==> config.mk <==
export PLATFORM = sky130hd
export DESIGN_NAME = writeback_unit
export DESIGN_NICKNAME = d
export VERILOG_FILES = /design/src/rtl/writeback_unit.sv
export SDC_FILE = /design/constraint.sdc
export NUM_CORES = 1
export LEC_CHECK = 0
export ABC_CLOCK_PERIOD_IN_PS = 9800
export CORE_ASPECT_RATIO = 0.5
export CORE_MARGIN = 4
export CORE_UTILIZATION = 49
export CTS_BUF_LIST = sky130_fd_sc_hd__clkbuf_4 sky130_fd_sc_hd__clkbuf_8 sky130_fd_sc_hd__clkbuf_16
export DETAILED_ROUTE_END_ITERATION = 12
export PLACE_DENSITY = 0.76
export REMOVE_ABC_BUFFERS = 1
export SLEW_MARGIN = 20
export SYNTH_ARGS = -nofsm -noshare
export SYNTH_HDL_FRONTEND = slang
export SYNTH_SLANG_ARGS = --single-unit
==> constraint.sdc <==
create_clock -name clk -period 9.8 [get_ports clk]
set_input_delay 1.96 -clock clk [delete_from_list [all_inputs] [get_ports clk]]
set_output_delay 1.96 -clock clk [all_outputs]
set_load 0.01 [all_outputs]
==> src/rtl/writeback_unit.sv <==
// writeback_unit
//   Buffers results from the execute/memory stage and drains them, one per
//   cycle and in arrival order, onto the register-file write port. Load data
//   is sign/zero extended on the way out, and writes to x0 or with the
//   "no write" select never assert WE.
//
// Ports
//   clk, rst                 clock, asynchronous active-low reset
//   in_valid / in_ready      result handshake from the upstream stage
//   in_wen, in_rd, in_src    destination write enable, index, result select
//   in_funct3, in_byte_off   load type and load address bits [1:0]
//   in_alu, in_mem, in_pc4   candidate results
//   flush                    discard everything buffered
//   WE, A3, WD3              registered register-file write port
//   busy                     buffer holds at least one entry
//
// The buffer pops whenever it is non-empty, so with at most one push per
// cycle occupancy stays at one or below; DEPTH only matters if the drain side
// is ever throttled. in_ready still reflects the true full condition.

module writeback_unit #(
  parameter int DEPTH = 2
) (
  input  logic        clk,
  input  logic        rst,
  input  logic        in_valid,
  output logic        in_ready,
  input  logic        in_wen,
  input  logic [4:0]  in_rd,
  input  logic [1:0]  in_src,
  input  logic [2:0]  in_funct3,
  input  logic [1:0]  in_byte_off,
  input  logic [31:0] in_alu,
  input  logic [31:0] in_mem,
  input  logic [31:0] in_pc4,
  input  logic        flush,
  output logic        WE,
  output logic [4:0]  A3,
  output logic [31:0] WD3,
  output logic        busy
);

  localparam int PTR_W = (DEPTH > 1) ? $clog2(DEPTH) : 1;
  localparam int CNT_W = PTR_W + 1;

  localparam logic [1:0] SRC_ALU  = 2'b00;
  localparam logic [1:0] SRC_MEM  = 2'b01;
  localparam logic [1:0] SRC_PC4  = 2'b10;
  localparam logic [1:0] SRC_NONE = 2'b11;

  typedef struct packed {
    logic        wen;
    logic [4:0]  rd;
    logic [1:0]  src;
    logic [2:0]  funct3;
    logic [1:0]  byte_off;
    logic [31:0] alu;
    logic [31:0] mem;
    logic [31:0] pc4;
  } entry_t;

  entry_t             buf_q [DEPTH];
  logic [PTR_W-1:0]   wr_ptr_q, wr_ptr_d;
  logic [PTR_W-1:0]   rd_ptr_q, rd_ptr_d;
  logic [CNT_W-1:0]   count_q, count_d;
  logic               we_q, we_d;
  logic [4:0]         a3_q, a3_d;
  logic [31:0]        wd3_q, wd3_d;

  entry_t             in_entry;
  entry_t             head;
  logic               push;
  logic               pop;
  logic [7:0]         ld_byte;
  logic [15:0]        ld_half;
  logic [31:0]        ld_data;
  logic [31:0]        result;

  assign in_ready = (count_q != CNT_W'(DEPTH));
  assign busy     = (count_q != '0);
  assign WE       = we_q;
  assign A3       = a3_q;
  assign WD3      = wd3_q;

  always_comb begin
    in_entry          = '0;
    in_entry.wen      = in_wen;
    in_entry.rd       = in_rd;
    in_entry.src      = in_src;
    in_entry.funct3   = in_funct3;
    in_entry.byte_off = in_byte_off;
    in_entry.alu      = in_alu;
    in_entry.mem      = in_mem;
    in_entry.pc4      = in_pc4;
  end

  assign head = buf_q[rd_ptr_q];
  assign push = in_valid && in_ready && !flush;
  assign pop  = busy && !flush;

  // Load extraction and extension from the raw word stored with the entry.
  always_comb begin
    ld_byte = 8'h00;
    case (head.byte_off)
      2'd0:    ld_byte = head.mem[7:0];
      2'd1:    ld_byte = head.mem[15:8];
      2'd2:    ld_byte = head.mem[23:16];
      default: ld_byte = head.mem[31:24];
    endcase
    ld_half = head.byte_off[1] ? head.mem[31:16] : head.mem[15:0];
    case (head.funct3)
      3'b000:  ld_data = {{24{ld_byte[7]}}, ld_byte};
      3'b100:  ld_data = {24'h000000, ld_byte};
      3'b001:  ld_data = {{16{ld_half[15]}}, ld_half};
      3'b101:  ld_data = {16'h0000, ld_half};
      default: ld_data = head.mem;
    endcase
  end

  always_comb begin
    case (head.src)
      SRC_MEM: result = ld_data;
      SRC_PC4: result = head.pc4;
      default: result = head.alu;
    endcase
  end

  always_comb begin
    wr_ptr_d = wr_ptr_q;
    rd_ptr_d = rd_ptr_q;
    count_d  = count_q;
    we_d     = 1'b0;
    a3_d     = a3_q;
    wd3_d    = wd3_q;
    if (flush) begin
      wr_ptr_d = '0;
      rd_ptr_d = '0;
      count_d  = '0;
    end else begin
      if (pop) begin
        rd_ptr_d = rd_ptr_q + PTR_W'(1);
        // A3/WD3 follow the popped entry even when the write is suppressed.
        we_d     = head.wen && (head.rd != 5'd0) && (head.src != SRC_NONE);
        a3_d     = head.rd;
        wd3_d    = result;
      end
      if (push) begin
        wr_ptr_d = wr_ptr_q + PTR_W'(1);
      end
      case ({push, pop})
        2'b10:   count_d = count_q + CNT_W'(1);
        2'b01:   count_d = count_q - CNT_W'(1);
        default: count_d = count_q;
      endcase
    end
  end

  always_ff @(posedge clk or negedge rst) begin
    if (!rst) begin
      wr_ptr_q <= '0;
      rd_ptr_q <= '0;
      count_q  <= '0;
      we_q     <= 1'b0;
      a3_q     <= 5'd0;
      wd3_q    <= 32'h0;
    end else begin
      wr_ptr_q <= wr_ptr_d;
      rd_ptr_q <= rd_ptr_d;
      count_q  <= count_d;
      we_q     <= we_d;
      a3_q     <= a3_d;
      wd3_q    <= wd3_d;
    end
  end

  // Storage carries no reset; only occupancy and outputs need a known state.
  always_ff @(posedge clk) begin
    if (push) begin
      buf_q[wr_ptr_q] <= in_entry;
    end
  end

endmodule
==> reports/results.txt <==
Outcome: finished, final reports clean
Vias/cell: 5.94
First-pass detailed-route iteration total: 7
Initial antenna violation count: 0
Post-CTS Setup Bufs: 0
Via Count: 6820
Leakage power figure: 4.51 nW
Area leader, netlist: edfxtp_1
Ranking of synthesized cells by area: edfxtp_1 61%, dfrtp_1 9.8%, mux2i_1 5.7%
Sw Share: 23.7%
Total track usage: 20.9%
IO Pins: 153
Switching power: 609 uW
Synth Warn #: 0
Worst-Skew Late Latency: 0.50 ns
Yosys top cell area share: 61.3%
Critical path startpoint: flush
Cell area after synthesis: 10700 um^2
Final Critical Period: 3.96 ns
Drt total wl: 26000 um
Worst R2R Setup Slack: 5.99 ns
Critical path endpoint category: register
Worst Hold Launch: A3[3]
Root Buffer Master: clkbuf_16
Clk sink count: 260
Peak supply drop: 0.128 mV
Relative slew slack: 19.0%
Pwr Density: 194 nW/um^2
Crit path capture: buf_q[0][103]
Utilization after layout: 63.1%
Fillcell total: 1522
Total power: 2.57 mW
Die Wd: 217 um
DRT iter0 DRCs: 880
Final period util: 40.4%
RR Endpoint: WD3[25]
Fraction of layout cells with a size suffix above 1: 13.6%
Syn Area/Cell: 15.5 um^2
CTS tree: done
Final setup violation count: 0
GP Congestion: 0.870
Combinational fraction of design power: 13.9%
Flip-flop and latch area: 7600 um^2
Clock Power Share: 34.6%
Gr ovfl total: 0
Post-synthesis cell type count: 55
Multi-input combinational cell area: 2900 um^2
Worst Skew: 0.00981 ns
Final Max Slew Viols: 0
Post-route DRC violation count: 0
Ys flop type: edfxtp_1
Flop pwr share: 51.5%
Worst-path maximum fanout: 51
Post-DRT Antenna Nets: 0
EDFF count, synth: 218
Startpoint Class: primary input
Global-route wire length before repair: 39800 um
RSZ-0062 raised after global routing: no
Cells after Synth: 690
Vias in the first global route: 6871
CP required: 9.93 ns
Largest net degree at the start of global routing: 69
N_diodes: 0
FF+latch count, synth: 260
Crit path DAT: 4.09 ns
P_int: 1.96 mW
Hold WC Path Type: reg2reg
Clk buf depth: 3
R2R depth: 6
Die footprint: 24400 um^2
Wire length per cell after detailed routing: 22.7 um
Port-buffer cells: 152
Initial Util: 50.9%
Tightest Pin Transition: 1.21 ns
Detailed placement HPWL: 17600 um
Number of max-cap violations: 0
Inserted Clock Buffers: 23
Number of cell rows: 37
Final net count: 956
Area growth from synthesis to layout: 23.9%
Fmax: 0.252 GHz
Hold Fails Final Rpt: 0
Core Region: 21000 um^2
Height of the die: 112 um
Post-CTS Resized: 0
Crit Path Category: in2reg
Hold Buf Count CTS: 0
Clock slew at reported path FFs: 0.07 ns
Fraction of registers with async set/reset: 16.2%
Sequential cell area fraction in the yosys report: 71.1%
RR Startpoint: rd_ptr_q
H-Tree Depth: 1
Setup TNS: 0 ns
cells in the final DEF, fill, tap and decap left out, drive strengths merged, types with 2 or more instances in the layout:
cell type / count
edfxtp: 218
clkdlybuf4s50: 151
a21oi: 89
mux2i: 62
dfrtp: 42
mux2: 40
clkbuf: 37
o22ai: 25
o21ai: 24
nand2: 20
nor2: 19
a222oi: 15
buf: 12
a22oi: 10
a31oi: 8
inv: 6
nor2b: 6
nor3: 6
nand2b: 4
o221ai: 4
a211oi: 4
o22a: 4
clkinv: 4
or2: 3
nand3: 3
a211o: 3
a311o: 3
o211a: 3
o2bb2ai: 3
ha: 3
nor4: 3
a2111oi: 3
and2: 2
power by group through the flow:
stage	Sequential [mW]	Clock, mW	Combinational, mW
after floorplan	1.36	0	0.152
after global placement	1.35	0	0.346
after detailed placement	1.35	0	0.356
after CTS	1.33	0.898	0.358
after global routing	1.33	0.956	0.383
final	1.32	0.889	0.358
area by class of cell:
cell class / count / share of cell area (%)
clock inverters: 4 / 0.132
flip-flops and latches: 260 / 57.4
inverters: 6 / 0.170
well taps: 292 / 2.76
clock buffers: 37 / 5.52
multi-input cells: 386 / 21.9
repair buffers: 163 / 12.1
Yosys cell counts, drive strengths merged, types with 4 or more instances:
| cell | instances |
|---|---|
| dfrtp | 42 |
| o221ai | 4 |
| nand2b | 4 |
| inv | 6 |
| o22ai | 25 |
| o21ai | 24 |
| mux2 | 40 |
| nor2b | 6 |
| clkbuf | 21 |
| nor2 | 19 |
| o22a | 4 |
| nor3 | 6 |
| a21oi | 89 |
| edfxtp | 218 |
| mux2i | 62 |
| a22oi | 10 |
| buf | 17 |
| nand2 | 20 |
| a222oi | 15 |
| a211oi | 4 |
| a31oi | 8 |
sequential cells by signal, indices dropped and copies added (netlist names):
register  cells
buf_q       218
count_q       2
A3            5
WE            1
WD3          32
rd_ptr_q      1
wr_ptr_q      1
layer usage:
layer / wire, um / global-route usage [%] / up-vias
li1: - / - / 3063
met1: 11100 / 30.5 / 3408
met2: 12400 / 33.9 / 326
met3: 2260 / 4.14 / 23
met4: 286 / 3.20 / 0
met5: 0 / 0 / -
worst min-delay path by stage:
stage / to / slack [ns] / depth (start not counted)
after floorplan: count_q[1] / 0.51 / 2
after global placement: A3[2] / 0.49 / 2
after detailed placement: A3[3] / 0.50 / 2
after CTS: A3[3] / 0.52 / 2
after global routing: A3[1] / 0.55 / 2
final: A3[3] / 0.52 / 2
worst max-delay path, cell delays in order:
cell and delay [ns]:
clkdlybuf4s50_1 0.56, nor3_2 0.27, buf_4 0.54, buf_4 0.68
metrics by stage:
step | hold WS [ns] | setup WS, ns | instance area, um^2 | cells
2_1_floorplan | 0.512 | -0.907 | 10500 | 652
3_3_place_gp | 0.487 | 5.39 | 12500 | 1107
3_5_place_dp | 0.499 | 5.36 | 12500 | 1107
4_1_cts | 0.519 | 5.86 | 13200 | 1148
5_1_grt | 0.553 | 5.75 | 13200 | 1148
6_report | 0.519 | 5.84 | 13200 | 1148
cell families (layout without fill, tap and decap cells):
kind of cell,Yosys count,count (layout),synth area share (%)
XOR/XNOR,2,2,0.164
buffers and inverters,44,210,1.96
flip-flops,260,260,71.1
AO/OA/AOI/OAI,208,208,13.1
multiplexers,102,102,10.1
AND/OR/NAND/NOR,71,71,3.28
adder cells (fa/ha/maj),3,3,0.351
No activity file was read; power rests on OpenSTA's default activity.
